## src/rtl/pico_pkg.sv

```systemverilog
// Shared pico-MIPS types.
//   br_cond_t  : branch condition encoding as delivered by the decoder
//   br_state_t : branch unit FSM states
package pico_pkg;

  typedef enum logic [1:0] {
    ALWAYS = 2'b00,
    IF_Z   = 2'b01,
    IF_NZ  = 2'b10,
    IF_N   = 2'b11
  } br_cond_t;

  typedef enum logic [1:0] {
    IDLE = 2'b00,
    WAIT = 2'b01,
    TAKE = 2'b10
  } br_state_t;

endpackage

```

## src/rtl/branch_unit.sv

```systemverilog
// Branch resolution unit: accepts a decoded branch, waits for the ALU
// flags when the branch is conditional, then steers the PC through the
// relative-branch interface.
//   clk, reset        : clock, async active-high reset
//   br_valid/cond/    : branch from the decoder (offset relative to the
//   br_offset           branch's own address)
//   flags_valid/z/n   : ALU condition flags
//   rel_branch/offset : to PC; offset 0 holds the PC, off_m1 jumps
//   squash            : discard the instruction fetched behind the branch
//   busy              : a branch is in flight
//   timeout           : one-cycle pulse when waiting for flags gave up
module branch_unit
  import pico_pkg::*;
#(
  parameter int AddrSz  = 6,
  parameter int MaxWait = 15
) (
  input  logic              clk,
  input  logic              reset,
  input  logic              br_valid,
  input  logic [1:0]        br_cond,
  input  logic [AddrSz-1:0] br_offset,
  input  logic              flags_valid,
  input  logic              flag_z,
  input  logic              flag_n,
  output logic              rel_branch,
  output logic [AddrSz-1:0] offset,
  output logic              squash,
  output logic              busy,
  output logic              timeout
);

  localparam int CntW = $clog2(MaxWait + 1);
  localparam logic [CntW-1:0] MaxCnt = CntW'(MaxWait);

  br_state_t         state, state_nxt;
  br_cond_t          cond_q;
  logic [AddrSz-1:0] off_m1;
  logic [CntW-1:0]   wait_cnt;
  logic [CntW-1:0]   cnt_inc;
  logic              taken;
  logic              timeout_nxt;

  assign cnt_inc = wait_cnt + 1'b1;

  always_comb begin
    taken = 1'b0;
    unique case (cond_q)
      ALWAYS: taken = 1'b1;
      IF_Z:   taken = flag_z;
      IF_NZ:  taken = ~flag_z;
      IF_N:   taken = flag_n;
    endcase
  end

  // Next state. Flags seen in IDLE belong to older instructions and a
  // br_valid outside IDLE comes from a squashed slot, so both are ignored.
  always_comb begin
    state_nxt   = state;
    timeout_nxt = 1'b0;
    unique case (state)
      IDLE: if (br_valid)
              state_nxt = (br_cond_t'(br_cond) == ALWAYS) ? TAKE : WAIT;
      WAIT: begin
        if (flags_valid) begin
          state_nxt = taken ? TAKE : IDLE;
        end else if (cnt_inc == MaxCnt) begin
          state_nxt   = IDLE;
          timeout_nxt = 1'b1;
        end
      end
      TAKE:    state_nxt = IDLE;
      default: state_nxt = IDLE;
    endcase
  end

  always_ff @(posedge clk or posedge reset) begin
    if (reset) begin
      state    <= IDLE;
      cond_q   <= ALWAYS;
      off_m1   <= '0;
      wait_cnt <= '0;
      timeout  <= 1'b0;
    end else begin
      state   <= state_nxt;
      timeout <= timeout_nxt;
      if (state == IDLE && br_valid) begin
        cond_q   <= br_cond_t'(br_cond);
        // PC is already one past the branch when the jump is applied.
        off_m1   <= br_offset - 1'b1;
        wait_cnt <= '0;
      end else if (state == WAIT && !flags_valid) begin
        wait_cnt <= cnt_inc;
      end
    end
  end

  // Moore outputs; WAIT drives offset 0 so the PC holds in place.
  always_comb begin
    rel_branch = 1'b0;
    offset     = '0;
    squash     = 1'b0;
    busy       = 1'b0;
    unique case (state)
      WAIT: begin
        rel_branch = 1'b1;
        squash     = 1'b1;
        busy       = 1'b1;
      end
      TAKE: begin
        rel_branch = 1'b1;
        offset     = off_m1;
        squash     = 1'b1;
        busy       = 1'b1;
      end
      default: ;
    endcase
  end

endmodule

```

## config.mk

```make
export PLATFORM = sky130hd
export DESIGN_NAME = branch_unit
export DESIGN_NICKNAME = d
export VERILOG_FILES = /design/src/rtl/pico_pkg.sv /design/src/rtl/branch_unit.sv
export SDC_FILE = /design/constraint.sdc
export NUM_CORES = 1
export LEC_CHECK = 0
export ABC_CLOCK_PERIOD_IN_PS = 1600
export CAP_MARGIN = 0
export CORE_MARGIN = 3
export CORE_UTILIZATION = 30
export CTS_CLUSTER_DIAMETER = 30
export DETAILED_ROUTE_END_ITERATION = 10
export PLACE_DENSITY = 0.65
export SYNTH_ARGS = -nofsm -noshare
export SYNTH_HDL_FRONTEND = slang
export SYNTH_SLANG_ARGS = --single-unit
```

## constraint.sdc

```tcl
create_clock -name clk -period 1.6 [get_ports clk]
set_input_delay 0.32 -clock clk [delete_from_list [all_inputs] [get_ports clk]]
set_output_delay 0.32 -clock clk [all_outputs]
set_load 0.01 [all_outputs]
```

# Word level (Yosys, flattened, before mapping)
# Index checks and enable logic that the tools add are counted.
[word_totals]
inputBits = 14
out_inout_bits = 10
ff_bits = 15
[op_classes]
eq_ne = 8
bitwise_logic = 1
reduce_logical = 9
addsub = 2
mux = 14
[ops]
columns = ["operator", "n"]
rows = [
  ["$mux 2", 5],
  ["$mux 4", 2],
  ["$eq 2x2->1 const B", 3],
  ["$logic_not 2->1", 3],
  ["$mux 6", 1],
  ["$sub 6x1->6 const B", 1],
  ["$add 4x1->4 const B", 1],
  ["$eq 2x1->1 const B", 2],
  ["$eq 4x4->1 const B", 1],
  ["$mux 1", 4],
  ["$pmux 1 s4", 1],
  ["$pmux 2 s2", 1],
  ["$ne 3x3->1 const B", 1],
  ["$logic_and 1x1->1", 2],
  ["$ne 2x2->1 const B", 1],
  ["$reduce_and 2->1", 1],
  ["$reduce_bool 2->1", 1],
  ["$reduce_or 2->1", 1],
  ["$logic_not 1->1", 1],
  ["$not 1->1", 1],
]

# Depth between registers and ports, before layout
[logic_depth]
depth_word = 5
ltp_mapped = 7
ltp_nobuf = 6

# Worst setup path before layout
# No wires, ideal clock.
[synth_path]
path_type = "register -> register"
start = "reg wait_cnt[0]"
end = "reg state[1]"
path_stages_with_launch = 6
setup_ns = 0.127
synth_period_minus_slack_ns = 1.400
t_arrival_ns = 1.273
path_slack_ns = 0.200
path_cell_list = "dfrtp_1 -> ha_1 -> nor2b_1 -> mux2i_1 -> o31a_1 -> mux2i_1"
[synth_between]
elab_chain_len = 4
[synth_lines]
columns = ["item", "line_no", "rtl"]
rows = [
  ["start, declared", "branch_unit.sv:39", "logic [CntW-1:0] wait_cnt;"],
  ["start signal, assigned", "branch_unit.sv:93", "wait_cnt <= cnt_inc;"],
  ["$add 4x1->4", "branch_unit.sv:44", "assign cnt_inc = wait_cnt + 1'b1;"],
  ["$eq 4x4->1", "branch_unit.sv:67", "end else if (cnt_inc == MaxCnt) begin"],
  ["$ne 3x3->1 (no line)", "--", ""],
  ["$reduce_and 2->1 (no line)", "--", ""],
  ["end signal, assigned", "branch_unit.sv:85", "state <= state_nxt;"],
  ["end, declared", "branch_unit.sv:36", "br_state_t state, state_nxt;"],
]
# No other way between the ends.
# A chain may end at the register's enable or synchronous reset.

# Final worst setup path
[layout_path]
start = "reg state[0]"
end = "out offset[5]"
[layout_between]
elab_chain_len = 2
[layout_lines]
columns = ["item", "line_no", "rtl"]
rows = [
  ["$eq 2x2->1", "branch_unit.sv:104", "unique case (state)"],
  ["$mux 6", "branch_unit.sv:104", ""],
  ["end, declared", "branch_unit.sv:27", "output logic [AddrSz-1:0] offset,"],
]
# No other way between the ends.

==> run metrics <==
post-synthesis cell count 94; initial antenna violation count 0; TNS Setup 0 ns; layout cells sized above 1 25.2%; Yosys reg bits 15; Die Footprint 3740 sq um; RSZ-0062 raised after global routing no; routed len/inst 11.9 microns; Pwr Density 1300 nW/um^2; Fmax achieved 0.659 GHz; Max-Cap Viols 0; root buffer cell clkbuf_4; DP Cell Count 150; CP arrival 1.20 ns; area leader, netlist dfrtp_1; final setup vio count 0; Filler Cell Count 267; Reg clk slew, reported paths 0.08 ns; initial core utilization 32.3%; Post-Synthesis Cell Area 913 sq um; Crit path required time 1.28 ns; clock skew 0.00237 ns; clk_lat worst skew 0.28 ns; core area 2830 sq um; CP Capture Type output port; Static Leak 0.556 nW; Final GP Congestion 0.771; Synth warnings 0; CTS buffer count 3; minimum clock period 1.52 ns; port buffer count 23; H-tree depth 1; Non-Filler Instances 154; GR Util All Layers 10.4%; hold buffers post-CTS 0; Antenna Nets Post-Route 0; Die Span X 61.2 microns; site row count 19; initial detailed-routing violation count 19; Final HPWL DP 1450 microns; vias 724; die height 61.2 microns; synthesized area per cell 9.72 sq um; top-area cell type share of the netlist area 41.1%; drt total wl 1830 microns; final slew viol count 0; Synth cell types 30; CP Class register to output port; ratio of final minimum period to clock period 94.8%; vias in the first global route 688; 1st-pass router iterations 4; Slew @ Worst Pin 0.251 ns; register area share after synthesis 41.1%; crit path launch state[0]; Hold Path Class input port to async pin; Max VDD drop 0.692 mV; grt total ovfl 0; maximum buffer depth of the clock tree 2; slew margin rel. 83.0%; first-pass GRT wire length 2920 microns; outcome complete, no violations; Max FO, Critical Path 6; FF-to-FF Start wait_cnt[0]; flop2flop setup slack 0.11 ns; n_diodes 0; Final Hold Vio Count 0; pin count of the biggest net entering global routing 16; postcts setup bufs 0; I/O pin count 24; syn_nets 114; top post-synthesis cells by area dfrtp_1, ha_1, nor2_1, and2_1, mux2i_1; crit start category register; CTS sink count 15; post-DR vias/cell 4.70; CTS-repair resized insts 36; area grow syn2layout 34.2%; CTS tree yes; nets@finish 144; DR DRC count 0
flip-flops by register name, indices dropped and copies added (netlist names):
signal,count
off_m1,6
wait_cnt,4
cond_q,2
state,2
timeout,1
routing by layer:
layer | vias up | GRT usage, % | wire length (microns)
li1 | 368 | - | -
met1 | 336 | 14.0 | 848
met2 | 18 | 15.9 | 893
met3 | 2 | 3.14 | 73
met4 | 0 | 3.72 | 17
met5 | - | 0 | 0
metrics by stage:
step                      cell area (sq um)  util [%]  total power, mW  hold slack, ns  worst slack (ns)
final                                  1230      43.3             1.60           0.336            0.0827
after floorplan                         913         -             1.12           0.221             0.200
after detailed placement               1200      42.6             1.44           0.510            -0.117
after global routing                   1230      43.3             1.76           0.331           0.00610
after CTS                              1220      43.0             1.63           0.331           -0.0320
after global placement                 1200      42.6             1.42           0.491           -0.0701
layout by cell type, fill, tap and decap left out, drive strengths merged, types with 2 or more instances in the layout:
cell	instances
nor2b	2
mux2	2
clkdlybuf4s50	14
mux2i	4
xnor2	3
dfrtp	15
inv	7
clkbuf	4
nand2	5
ha	6
xor2	4
buf	16
and2	7
a21oi	6
nor2	13
worst max-delay path, cell delays in order (launching register included):
cell	delay, ns
dfrtp_1	0.40
inv_2	0.11
ha_4	0.16
and2_1	0.12
buf_2	0.12
synthesized netlist by cell type (all sizes together):
| cell | count |
|---|---|
| o21ai | 1 |
| and2b | 1 |
| nand3 | 1 |
| a21o | 1 |
| o211a | 1 |
| mux2i | 4 |
| nor2b | 2 |
| nor2 | 13 |
| o211ai | 1 |
| nor3 | 1 |
| and2 | 7 |
| inv | 7 |
| a32oi | 1 |
| nand2b | 1 |
| xor2 | 4 |
| buf | 5 |
| nand2 | 5 |
| dfrtp | 15 |
| mux2 | 2 |
| xnor2 | 3 |
| a21oi | 6 |
| and3 | 1 |
| o31a | 1 |
| ha | 6 |
| or3 | 1 |
| o2bb2ai | 1 |
| nand4 | 1 |
| nand4b | 1 |
layout make-up:
type                       count  area [sq um]  area share (%)
clock buffer                   4          26.3            2.14
inverter                       7          26.3            2.14
multi-input combinational     67           520            42.4
sequential                    15           377            30.7
tap                           31          38.8            3.16
timing repair buffer          30           238            19.4
cell families (layout without fill, tap and decap cells):
family	count (synthesis)	in the layout	share of synthesized area, %
buf+inv	12	41	6.16
mux	6	6	6.85
fa+ha+maj	6	6	8.22
simple gates	35	35	20.3
flops	15	15	41.1
xor+xnor	7	7	6.71
compound gates	13	13	10.7
power by group:
group	internal (mW)	switching (mW)
clock network	0.0967	0.114
logic	0.401	0.365
registers	0.520	0.100
total	1.02	0.579
path summary, 6_finish.rpt:
kind | end | depth (start not counted)
min | off_m1[0] | 3
min in group clk | off_m1[4] | 2
max in group asynchronous | wait_cnt[0] | 3
max | offset[5] | 4
max reg2reg | state[0] | 5
min reg2reg | off_m1[4] | 2
Note: power is estimated with default switching activity, not from simulation.
